### src/rtl/alu_operand_stage.sv
// ============================================================================
// Module  : alu_operand_stage
// Brief   : RV32I ID/EX register, ALU opcode decode, operand forwarding and
//           load-use hazard bubble. Optional macro: ALU_OPERAND_FWD_EN.
// Revision: 1.0 - initial release
// ============================================================================
`default_nettype none

module alu_operand_stage #(
    parameter int XLEN = 32
) (
    input  logic            clk,
    input  logic            rst_n,
    input  logic            id_valid,
    input  logic [6:0]      id_opcode,
    input  logic [2:0]      id_funct3,
    input  logic            id_funct7_5,
    input  logic [4:0]      id_rs1,
    input  logic [4:0]      id_rs2,
    input  logic [4:0]      id_rd,
    input  logic [XLEN-1:0] id_rs1_data,
    input  logic [XLEN-1:0] id_rs2_data,
    input  logic [XLEN-1:0] id_imm,
    input  logic [XLEN-1:0] id_pc,
    input  logic            stall,
    input  logic            flush,
    input  logic            exmem_regwrite,
    input  logic [4:0]      exmem_rd,
    input  logic [XLEN-1:0] exmem_result,
    input  logic            memwb_regwrite,
    input  logic [4:0]      memwb_rd,
    input  logic [XLEN-1:0] memwb_result,
    output logic            hazard_stall,
    output logic            ex_valid,
    output logic [4:0]      ex_rd,
    output logic            ex_regwrite,
    output logic            ex_memread,
    output logic            ex_memwrite,
    output logic            ex_branch,
    output logic [2:0]      ex_funct3,
    output logic [XLEN-1:0] alu_a,
    output logic [XLEN-1:0] alu_b,
    output logic [3:0]      alu_op,
    output logic [XLEN-1:0] ex_store_data,
    output logic            ex_illegal
);

    localparam logic [6:0] c_opc_op     = 7'b0110011;
    localparam logic [6:0] c_opc_opimm  = 7'b0010011;
    localparam logic [6:0] c_opc_load   = 7'b0000011;
    localparam logic [6:0] c_opc_store  = 7'b0100011;
    localparam logic [6:0] c_opc_branch = 7'b1100011;
    localparam logic [6:0] c_opc_lui    = 7'b0110111;
    localparam logic [6:0] c_opc_auipc  = 7'b0010111;
    localparam logic [6:0] c_opc_jal    = 7'b1101111;
    localparam logic [6:0] c_opc_jalr   = 7'b1100111;

    localparam logic [3:0] c_alu_add  = 4'b0000;
    localparam logic [3:0] c_alu_sub  = 4'b0001;
    localparam logic [3:0] c_alu_and  = 4'b0100;
    localparam logic [3:0] c_alu_or   = 4'b0101;
    localparam logic [3:0] c_alu_xor  = 4'b0110;
    localparam logic [3:0] c_alu_sll  = 4'b1000;
    localparam logic [3:0] c_alu_srl  = 4'b1010;
    localparam logic [3:0] c_alu_sra  = 4'b1011;
    localparam logic [3:0] c_alu_slt  = 4'b1100;
    localparam logic [3:0] c_alu_sltu = 4'b1101;

    localparam logic [1:0] c_a_rs1  = 2'd0;
    localparam logic [1:0] c_a_pc   = 2'd1;
    localparam logic [1:0] c_a_zero = 2'd2;
    localparam logic [1:0] c_b_rs2  = 2'd0;
    localparam logic [1:0] c_b_imm  = 2'd1;
    localparam logic [1:0] c_b_four = 2'd2;

    localparam logic [XLEN-1:0] c_four = {{(XLEN-3){1'b0}}, 3'b100};

    logic [3:0]      w_alu_op;
    logic [1:0]      w_a_sel;
    logic [1:0]      w_b_sel;
    logic            w_regwrite;
    logic            w_memread;
    logic            w_memwrite;
    logic            w_branch;
    logic            w_illegal;

    logic [1:0]      r_a_sel;
    logic [1:0]      r_b_sel;
    logic [4:0]      r_rs1;
    logic [4:0]      r_rs2;
    logic [XLEN-1:0] r_rs1_data;
    logic [XLEN-1:0] r_rs2_data;
    logic [XLEN-1:0] r_imm;
    logic [XLEN-1:0] r_pc;

    logic [XLEN-1:0] w_rs1_fwd;
    logic [XLEN-1:0] w_rs2_fwd;

    // funct7_5 selects sub only for register-register ops; shifts always use it.
    function automatic logic [3:0] f_alu_map(input logic [2:0] f3, input logic f7,
                                             input logic is_op);
        logic [3:0] op;
        case (f3)
            3'b000:  op = (is_op && f7) ? c_alu_sub : c_alu_add;
            3'b001:  op = c_alu_sll;
            3'b010:  op = c_alu_slt;
            3'b011:  op = c_alu_sltu;
            3'b100:  op = c_alu_xor;
            3'b101:  op = f7 ? c_alu_sra : c_alu_srl;
            3'b110:  op = c_alu_or;
            default: op = c_alu_and;
        endcase
        return op;
    endfunction

    always_comb begin
        w_alu_op   = c_alu_add;
        w_a_sel    = c_a_rs1;
        w_b_sel    = c_b_rs2;
        w_regwrite = 1'b0;
        w_memread  = 1'b0;
        w_memwrite = 1'b0;
        w_branch   = 1'b0;
        w_illegal  = 1'b0;
        case (id_opcode)
            c_opc_op: begin
                w_alu_op   = f_alu_map(id_funct3, id_funct7_5, 1'b1);
                w_regwrite = 1'b1;
            end
            c_opc_opimm: begin
                w_alu_op   = f_alu_map(id_funct3, id_funct7_5, 1'b0);
                w_b_sel    = c_b_imm;
                w_regwrite = 1'b1;
            end
            c_opc_load: begin
                w_b_sel    = c_b_imm;
                w_memread  = 1'b1;
                w_regwrite = 1'b1;
            end
            c_opc_store: begin
                w_b_sel    = c_b_imm;
                w_memwrite = 1'b1;
            end
            c_opc_branch: begin
                w_alu_op = c_alu_sub;
                w_branch = 1'b1;
            end
            c_opc_lui: begin
                w_a_sel    = c_a_zero;
                w_b_sel    = c_b_imm;
                w_regwrite = 1'b1;
            end
            c_opc_auipc: begin
                w_a_sel    = c_a_pc;
                w_b_sel    = c_b_imm;
                w_regwrite = 1'b1;
            end
            c_opc_jal, c_opc_jalr: begin
                w_a_sel    = c_a_pc;
                w_b_sel    = c_b_four;
                w_regwrite = 1'b1;
            end
            default: w_illegal = 1'b1;
        endcase
    end

`ifdef ALU_OPERAND_FWD_EN
    always_comb begin
        w_rs1_fwd = r_rs1_data;
        if (exmem_regwrite && (exmem_rd != 5'd0) && (exmem_rd == r_rs1))
            w_rs1_fwd = exmem_result;
        else if (memwb_regwrite && (memwb_rd != 5'd0) && (memwb_rd == r_rs1))
            w_rs1_fwd = memwb_result;
    end

    always_comb begin
        w_rs2_fwd = r_rs2_data;
        if (exmem_regwrite && (exmem_rd != 5'd0) && (exmem_rd == r_rs2))
            w_rs2_fwd = exmem_result;
        else if (memwb_regwrite && (memwb_rd != 5'd0) && (memwb_rd == r_rs2))
            w_rs2_fwd = memwb_result;
    end

    assign hazard_stall = ex_valid && ex_memread && (ex_rd != 5'd0) && id_valid &&
                          ((ex_rd == id_rs1) || (ex_rd == id_rs2));
`else
    // Without bypassing, any pending writer of a source register must drain first.
    function automatic logic f_raw(input logic [4:0] rs, input logic ex_wr,
                                   input logic [4:0] ex_dst, input logic mem_wr,
                                   input logic [4:0] mem_dst, input logic wb_wr,
                                   input logic [4:0] wb_dst);
        return (rs != 5'd0) && ((ex_wr  && (ex_dst  == rs)) ||
                                (mem_wr && (mem_dst == rs)) ||
                                (wb_wr  && (wb_dst  == rs)));
    endfunction

    logic w_unused_results;
    assign w_unused_results = ^{exmem_result, memwb_result};

    assign w_rs1_fwd = r_rs1_data;
    assign w_rs2_fwd = r_rs2_data;

    assign hazard_stall = id_valid &&
        (f_raw(id_rs1, ex_valid && ex_regwrite, ex_rd, exmem_regwrite, exmem_rd,
               memwb_regwrite, memwb_rd) ||
         f_raw(id_rs2, ex_valid && ex_regwrite, ex_rd, exmem_regwrite, exmem_rd,
               memwb_regwrite, memwb_rd));
`endif

    always_comb begin
        case (r_a_sel)
            c_a_rs1: alu_a = w_rs1_fwd;
            c_a_pc:  alu_a = r_pc;
            default: alu_a = '0;
        endcase
    end

    always_comb begin
        case (r_b_sel)
            c_b_rs2:  alu_b = w_rs2_fwd;
            c_b_imm:  alu_b = r_imm;
            c_b_four: alu_b = c_four;
            default:  alu_b = '0;
        endcase
    end

    assign ex_store_data = ex_memwrite ? w_rs2_fwd : r_rs2_data;

    always_ff @(posedge clk) begin
        if (!rst_n) begin
            ex_valid    <= 1'b0;
            ex_illegal  <= 1'b0;
            ex_regwrite <= 1'b0;
            ex_memread  <= 1'b0;
            ex_memwrite <= 1'b0;
            ex_branch   <= 1'b0;
            ex_rd       <= '0;
            ex_funct3   <= '0;
            alu_op      <= c_alu_add;
            r_a_sel     <= c_a_rs1;
            r_b_sel     <= c_b_rs2;
            r_rs1       <= '0;
            r_rs2       <= '0;
            r_rs1_data  <= '0;
            r_rs2_data  <= '0;
            r_imm       <= '0;
            r_pc        <= '0;
        end else if (flush) begin
            ex_valid    <= 1'b0;
            ex_illegal  <= 1'b0;
            ex_regwrite <= 1'b0;
            ex_memread  <= 1'b0;
            ex_memwrite <= 1'b0;
            ex_branch   <= 1'b0;
        end else if (!stall) begin
            ex_rd      <= id_rd;
            ex_funct3  <= id_funct3;
            alu_op     <= w_alu_op;
            r_a_sel    <= w_a_sel;
            r_b_sel    <= w_b_sel;
            r_rs1      <= id_rs1;
            r_rs2      <= id_rs2;
            r_rs1_data <= id_rs1_data;
            r_rs2_data <= id_rs2_data;
            r_imm      <= id_imm;
            r_pc       <= id_pc;
            if (hazard_stall) begin
                ex_valid    <= 1'b0;
                ex_illegal  <= 1'b0;
                ex_regwrite <= 1'b0;
                ex_memread  <= 1'b0;
                ex_memwrite <= 1'b0;
                ex_branch   <= 1'b0;
            end else begin
                ex_valid    <= id_valid && !w_illegal;
                ex_illegal  <= id_valid && w_illegal;
                ex_regwrite <= id_valid && w_regwrite && (id_rd != 5'd0);
                ex_memread  <= id_valid && w_memread;
                ex_memwrite <= id_valid && w_memwrite;
                ex_branch   <= id_valid && w_branch;
            end
        end
    end

endmodule

`default_nettype wire

### config.mk
export PLATFORM = sky130hd
export DESIGN_NAME = alu_operand_stage
export DESIGN_NICKNAME = d
export VERILOG_FILES = /design/src/rtl/alu_operand_stage.sv
export SDC_FILE = /design/constraint.sdc
export NUM_CORES = 1
export LEC_CHECK = 0
export CORE_MARGIN = 10
export CORE_UTILIZATION = 37
export CTS_CLUSTER_SIZE = 40
export DETAILED_ROUTE_END_ITERATION = 7
export PLACE_DENSITY_LB_ADDON = 0.1
export SYNTH_ARGS = -nofsm -noshare
export SYNTH_HDL_FRONTEND = slang
export SYNTH_SLANG_ARGS = --single-unit
export TNS_END_PERCENT = 100
### constraint.sdc
create_clock -name clk -period 2.5 [get_ports clk]
set_input_delay 0.75 -clock clk [delete_from_list [all_inputs] [get_ports clk]]
set_output_delay 0.75 -clock clk [all_outputs]
set_load 0.03 [all_outputs]
==> implementation parameters, run 1 <==
Parameter                              Value

Global route
  Grt total ovfl    0
  Global-route usage over all layers    18.31%
  Maximum number of pins on one net before global-route repair    75
  Initial antenna violation count    0
  Vias in the first global route    6634
  Wire length of the first global-routing pass    36.28 mm

Placed design
  Number of buffers inserted by port buffering    285
  Detail Placement HPWL    17.35 mm
  Place WS    -0.7151 ns
  Last weighted congestion value of the routability-driven placer    0.8741

Detailed routing
  Routed wire per std cell    16.74 um
  Average via count per standard cell    4.797
  Routed wire length    23.68 mm
  Number of vias in the routed layout    6783
  DRT antenna net count    0
  Detailed router's first-iteration violation count    269
  Final routed DRC violation total    0
  Number of iterations in the first detailed-routing pass    4

Worst setup path
  WP data required    1.75 ns
  Endpoint arrival time on the critical path    2.07 ns
  CP Launch Type    input port
  Depth of the worst register-to-register path    6
  Worst setup path endpoint    hazard_stall
  Class of the most critical setup path    input port to output pin
  Crit path capture type    output pin
  Maximum fanout along the worst path    3
  RR Startpoint    ex_rd[0]$_SDFFE_PN0P_
  Start point of the critical path    id_rs1[4]
  Endpoint of the most critical register-to-register path    ex_illegal$_SDFFE_PP0N_
  Register-to-register setup slack    0.94 ns

Power
  IR Drop Worst-Case VDD    0.0004721 V
  Power density over the cells    571.9 nW/um^2
  Leak pwr    4.425 nW
  Overall power of the completed layout    6.281 mW

Layout
  Most common cell after layout, fill and taps aside    nand2_1
  Number of nets at the end of the flow    1402
  Ant. Diodes    0
  Synth-to-layout area growth    55.56%
  Finished Core Util    58.52%
  Top library cells by usage in the layout, fill and taps aside    nand2_1, clkdlybuf4s50_1, dfxtp_1
  Number of fillers in the final layout    1805
  Proportion of layout cells with a drive suffix above 1    10.08%

CTS
  Worst skew pair latency    0.42 ns
  Clock H-tree levels    4
  Clock tree from TritonCTS    built
  CTS Buf Count    17
  Clock sink count    150
  Clock root buffer master    clkbuf_16
  Hold buffer count at cts    0
  CTS Buffer Depth    2
  Clock Pin Slew Worst Setup and Hold Paths    0.06 ns

Timing
  Total count of max-transition violations in the final report    0
  Setup ws final    -0.3175 ns
  Period Utilization, post-route    112.7%
  RSZ-0062 raised after global routing    yes
  Remaining max-slew budget at the tightest pin    58.66%
  Maximum clock frequency    0.3549 GHz
  Number of hold violations in the final report    0
  Final critical delay including setup and external delays    2.818 ns
  Worst Clk Skew    0.0007307 ns
  Total negative slack    -0.3175 ns
  Measured slew at the worst slew-check pin    0.6201 ns
  Final number of setup-violating endpoints    1

Floorplan
  # rows    50
  Height of the chip    158.1 um
  Initial standard-cell utilization of the core    37.62%
  Die ar.    25010 um^2
  Horizontal die dimension    158.1 um
  Number of I/O pins    350
  Area of the placeable core    18770 um^2

Yosys
  Cells after synthesis    879
  Syn Area/Cell    8.032 um^2
  Area of the mapped netlist    7061 um^2
  Synth Net Count    1114
  Sequential fraction of the synthesis area    42.53%
  Number of warnings issued by yosys    0
  Yosys reg bits    150
  Number of distinct library cells after synthesis    42

Flow run
  Max Cap Viol    0

Min path
  Worst min-delay path category    register to register

Status
  Violated checks    negative setup slack
  Run status    finished with violations
==> routing by layer <==
layer / vias up / track usage [%] / routed length, um
met4: 0 / 4.058 / 168
met2: 188 / 29.41 / 11070
met3: 11 / 8.602 / 2392
li1: 3480 / - / -
met5: - / 0 / 0
met1: 3104 / 21.75 / 10040
==> flip-flops by register name (all words and copies together) (netlist names), 2 cells and up <==
register,flops
r_rs1_data,32
ex_store_data,32
r_imm,32
ex_funct3,3
alu_op,4
r_pc,32
r_a_sel,2
r_b_sel,2
ex_rd,5
==> synthesized netlist by cell type, drive strengths merged <==
| cell | number | area [um^2] |
|---|---|---|
| o21a | 1 | 7.510 |
| a211oi | 1 | 7.510 |
| xnor2 | 6 | 52.55 |
| nand3b | 1 | 7.510 |
| nor2 | 72 | 272.8 |
| nor4 | 6 | 43.79 |
| a21boi | 137 | 1028 |
| nor3b | 1 | 7.510 |
| a31oi | 3 | 18.77 |
| nor4bb | 1 | 10.01 |
| a21oi | 5 | 25.02 |
| or4 | 4 | 37.53 |
| dfxtp | 150 | 3003 |
| clkbuf | 51 | 191.4 |
| buf | 16 | 77.58 |
| xor2 | 24 | 210.2 |
| nand3 | 4 | 20.02 |
| a32oi | 4 | 35.03 |
| nor2b | 4 | 25.02 |
| o221ai | 1 | 8.760 |
| and3b | 1 | 8.760 |
| and3 | 1 | 6.260 |
| or4bb | 1 | 11.26 |
| and4b | 1 | 10.01 |
| nand4b | 2 | 32.53 |
| nand4 | 4 | 25.02 |
| and2 | 3 | 18.77 |
| or2 | 1 | 6.260 |
| inv | 1 | 3.750 |
| mux2i | 64 | 640.6 |
| nand2 | 289 | 1092 |
| nand2b | 3 | 18.77 |
| o21ai | 7 | 35.03 |
| o22ai | 1 | 6.260 |
| nor3 | 2 | 10.01 |
| o31ai | 6 | 45.04 |
==> area by class of cell <==
type	instances	area [um^2]	share of cell area, %
inverter	1	3.754	0.03418
clock buffer	20	456.7	4.158
sequential	150	3008	27.39
tap	234	292.8	2.666
clock inverter	12	142.6	1.299
multi-input combinational	661	3825	34.83
timing repair buffer	336	3254	29.63
==> per-stage QoR <==
stage / instances / hold slack (ns) / instance area, um^2
after floorplan: 879 / 0.4428 / 7091
after global placement: 1378 / 0.4338 / 10470
after detailed placement: 1378 / 0.4440 / 10470
after CTS: 1414 / 0.4583 / 10990
after global routing: 1414 / 0.4763 / 10980
final: 1414 / 0.4544 / 10980
==> worst min-delay path by stage <==
stage                                       endpoint                        from  depth (start not counted)  slack, ns
after global routing         ex_memread$_SDFFE_PP0N_     ex_memread$_SDFFE_PP0N_                          2       0.48
after CTS                    ex_memread$_SDFFE_PP0N_     ex_memread$_SDFFE_PP0N_                          2       0.46
after floorplan           r_rs1_data[0]$_SDFFE_PN0P_  r_rs1_data[0]$_SDFFE_PN0P_                          2       0.44
after detailed placement     ex_memread$_SDFFE_PP0N_     ex_memread$_SDFFE_PP0N_                          2       0.44
final                        ex_memread$_SDFFE_PP0N_     ex_memread$_SDFFE_PP0N_                          2       0.45
after global placement       ex_memread$_SDFFE_PP0N_     ex_memread$_SDFFE_PP0N_                          2       0.43
==> repair_timing <==
item / in CTS / in global routing
gates cloned: 0 / 0
setup endpoints to repair: 63 / 21
setup buffers: 4 / 0
resized for setup: 135 / 15
pin swaps: 16 / 12
==> cell families after synthesis <==
logic type | count (synthesis) | share of synthesized area, %
compound gates | 166 | 17.24
xor+xnor | 30 | 3.721
buf+inv | 68 | 3.863
flops | 150 | 42.53
mux | 64 | 9.073
simple gates | 401 | 23.57
==> where the power goes <==
group          switching [mW]  total (mW)  leakage [nW]  internal [mW]
clock                    1.07        2.60         0.280           1.54
combinational           0.558        1.12          2.92          0.562
sequential             0.0636        2.56          1.23           2.49
==> worst max-delay path, cell delays in order <==
cell and delay [ns]:
buf_8 0.10, buf_4 0.13, xor2_1 0.15, nor4_1 0.30, a32oi_1 0.18, o22ai_2 0.17
o21a_4 0.16, buf_6 0.12
Power figures use the tool's default switching activity.
==> inputs of run 2 (changes only) <==
--- a/config.mk
+++ b/config.mk
@@ -7,6 +7,7 @@
 export LEC_CHECK = 0
 export CORE_MARGIN = 10
 export CORE_UTILIZATION = 37
+export CTS_BUF_LIST = sky130_fd_sc_hd__clkbuf_4 sky130_fd_sc_hd__clkbuf_8 sky130_fd_sc_hd__clkbuf_16
 export CTS_CLUSTER_SIZE = 40
 export DETAILED_ROUTE_END_ITERATION = 7
 export PLACE_DENSITY_LB_ADDON = 0.1
==> run 2 against run 1 <==
Compared with the run above: the flow still finishes with violations (negative setup slack); fmax is the same; final area is essentially flat; clock skew is the same; count of clock-buffer cells in the layout is the same; non-clock buffer count is the same; flip-flop and latch count is the same; first-iteration DRC count is the same; power grew 0.18%; worst hold slack is the same; via count is the same; largest power group unchanged; critical endpoint unchanged.
==> implementation parameters, run 2 (same netlist as run 1, synthesis figures left out) <==
Parameter                              Value

CTS
  CTS Buf Count    17
  Clock tree from TritonCTS    built
  Clock sink count    150
  Worst skew pair latency    0.42 ns
  Clock H-tree levels    4
  Hold buffer count at cts    0
  Clock root buffer master    clkbuf_16
  CTS Buffer Depth    2
  Clock Pin Slew Worst Setup and Hold Paths    0.06 ns

Floorplan
  # rows    50
  Height of the chip    158.1 um
  Area of the placeable core    18770 um^2
  Horizontal die dimension    158.1 um
  Initial standard-cell utilization of the core    37.62%
  Die ar.    25010 um^2
  Number of I/O pins    350

Worst setup path
  Endpoint arrival time on the critical path    2.07 ns
  Register-to-register setup slack    0.94 ns
  Crit path capture type    output pin
  CP Launch Type    input port
  Maximum fanout along the worst path    3
  WP data required    1.75 ns
  Class of the most critical setup path    input port to output pin

Global route
  Grt total ovfl    0
  Global-route usage over all layers    18.31%
  Maximum number of pins on one net before global-route repair    75
  Vias in the first global route    6634
  Wire length of the first global-routing pass    36.28 mm
  Initial antenna violation count    0

Layout
  Top library cells by usage in the layout, fill and taps aside    nand2_1, clkdlybuf4s50_1, dfxtp_1
  Proportion of layout cells with a drive suffix above 1    10.17%
  Number of nets at the end of the flow    1402
  Non-filler cells in the finished layout    1414
  Most common cell after layout, fill and taps aside    nand2_1
  Finished Core Util    58.54%
  Synth-to-layout area growth    55.61%
  Total non-filler cell area in the finished layout    10990 um^2
  Ant. Diodes    0

Status
  Violated checks    negative setup slack
  Run status    finished with violations

Min path
  Worst min-delay path category    register to register

Placed design
  DP Cell Count    1378
  Number of buffers inserted by port buffering    285
  Area post-placement    10470 um^2
  Last weighted congestion value of the routability-driven placer    0.8741
  Detail Placement HPWL    17.35 mm

Power
  IR Drop Worst-Case VDD    0.0004721 V
  Leak pwr    4.428 nW
  Power density over the cells    572.7 nW/um^2
  Overall power of the completed layout    6.292 mW

Timing
  Measured slew at the worst slew-check pin    0.6201 ns
  Total negative slack    -0.3175 ns
  Setup ws final    -0.3175 ns
  Period Utilization, post-route    112.7%
  Worst Clk Skew    0.0007307 ns
  RSZ-0062 raised after global routing    yes
  Number of hold violations in the final report    0
  Total count of max-transition violations in the final report    0
  Final critical delay including setup and external delays    2.818 ns
  Remaining max-slew budget at the tightest pin    58.66%
  Final number of setup-violating endpoints    1
  Maximum clock frequency    0.3549 GHz

Detailed routing
  Number of iterations in the first detailed-routing pass    4
  Average via count per standard cell    4.797
  Routed wire length    23.68 mm
  Final routed DRC violation total    0
  DRT antenna net count    0
  Routed wire per std cell    16.74 um
  Number of vias in the routed layout    6783
  Detailed router's first-iteration violation count    269

Flow run
  Max Cap Viol    0
run 2: cell counts in the layout (fill, tap and decap cells not counted):
Identical to the previous run, type by type.
run 2: report_power, final:
group | switching (mW) | internal (mW)
clock | 1.07 | 1.55
combinational | 0.558 | 0.562
sequential | 0.0636 | 2.49
total | 1.69 | 4.60
run 2: through the flow:
step | hold slack [ns] | setup WS [ns]
after floorplan | 0.4428 | -0.07187
after global placement | 0.4338 | -0.7178
after detailed placement | 0.4440 | -0.7151
after CTS | 0.4583 | -0.2984
after global routing | 0.4763 | -0.3459
final | 0.4544 | -0.3175
run 2: layout make-up:
| cell class | count | area [um^2] |
|---|---|---|
| clock buffers | 20 | 460.4 |
| fillers | 1806 | 7781 |
| clock inverters | 12 | 142.6 |
| flip-flops and latches | 150 | 3008 |
| inverters | 1 | 3.754 |
| multi-input cells | 661 | 3825 |
| repair buffers | 336 | 3254 |
| well taps | 234 | 292.8 |
run 2: what timing repair did:
action	CTS	global route
buffers inserted	4	0
endpoints found under the setup margin	63	21
gates resized for setup	135	15
pin swaps	16	12
run 2: worst max-delay path, cell delays in order:
cell     delay (ns)
buf_8          0.10
buf_4          0.13
xor2_1         0.15
nor4_1         0.30
a32oi_1        0.18
o22ai_2        0.17
o21a_4         0.16
buf_6          0.12
run 2: final timing paths:
| path | end | cells past startpoint | start |
|---|---|---|---|
| worst max-delay path | hazard_stall | 8 | id_rs1[4] |
| worst min-delay path | ex_memread$_SDFFE_PP0N_ | 2 | ex_memread$_SDFFE_PP0N_ |
| worst max register to register | ex_illegal$_SDFFE_PP0N_ | 6 | ex_rd[0]$_SDFFE_PN0P_ |
| worst min register to register | ex_memread$_SDFFE_PP0N_ | 2 | ex_memread$_SDFFE_PP0N_ |
run 2: layer usage:
metal | vias up | wire [um] | global-route usage (%)
met5 | - | 0 | 0
met4 | 0 | 168 | 4.058
met3 | 11 | 2392 | 8.602
met2 | 188 | 11070 | 29.41
met1 | 3104 | 10040 | 21.75
li1 | 3480 | - | -
==> inputs of run 3 (changes only) <==
--- a/config.mk
+++ b/config.mk
@@ -5,11 +5,13 @@
 export SDC_FILE = /design/constraint.sdc
 export NUM_CORES = 1
 export LEC_CHECK = 0
+export CAP_MARGIN = 5
 export CORE_MARGIN = 10
 export CORE_UTILIZATION = 37
 export CTS_BUF_LIST = sky130_fd_sc_hd__clkbuf_4 sky130_fd_sc_hd__clkbuf_8 sky130_fd_sc_hd__clkbuf_16
 export CTS_CLUSTER_SIZE = 40
 export DETAILED_ROUTE_END_ITERATION = 7
+export HOLD_SLACK_MARGIN = 0.1
 export PLACE_DENSITY_LB_ADDON = 0.1
 export SYNTH_ARGS = -nofsm -noshare
 export SYNTH_HDL_FRONTEND = slang
==> results of run 3 <==
Same layout as run 2: the final DEF is identical, and so are final timing and power.
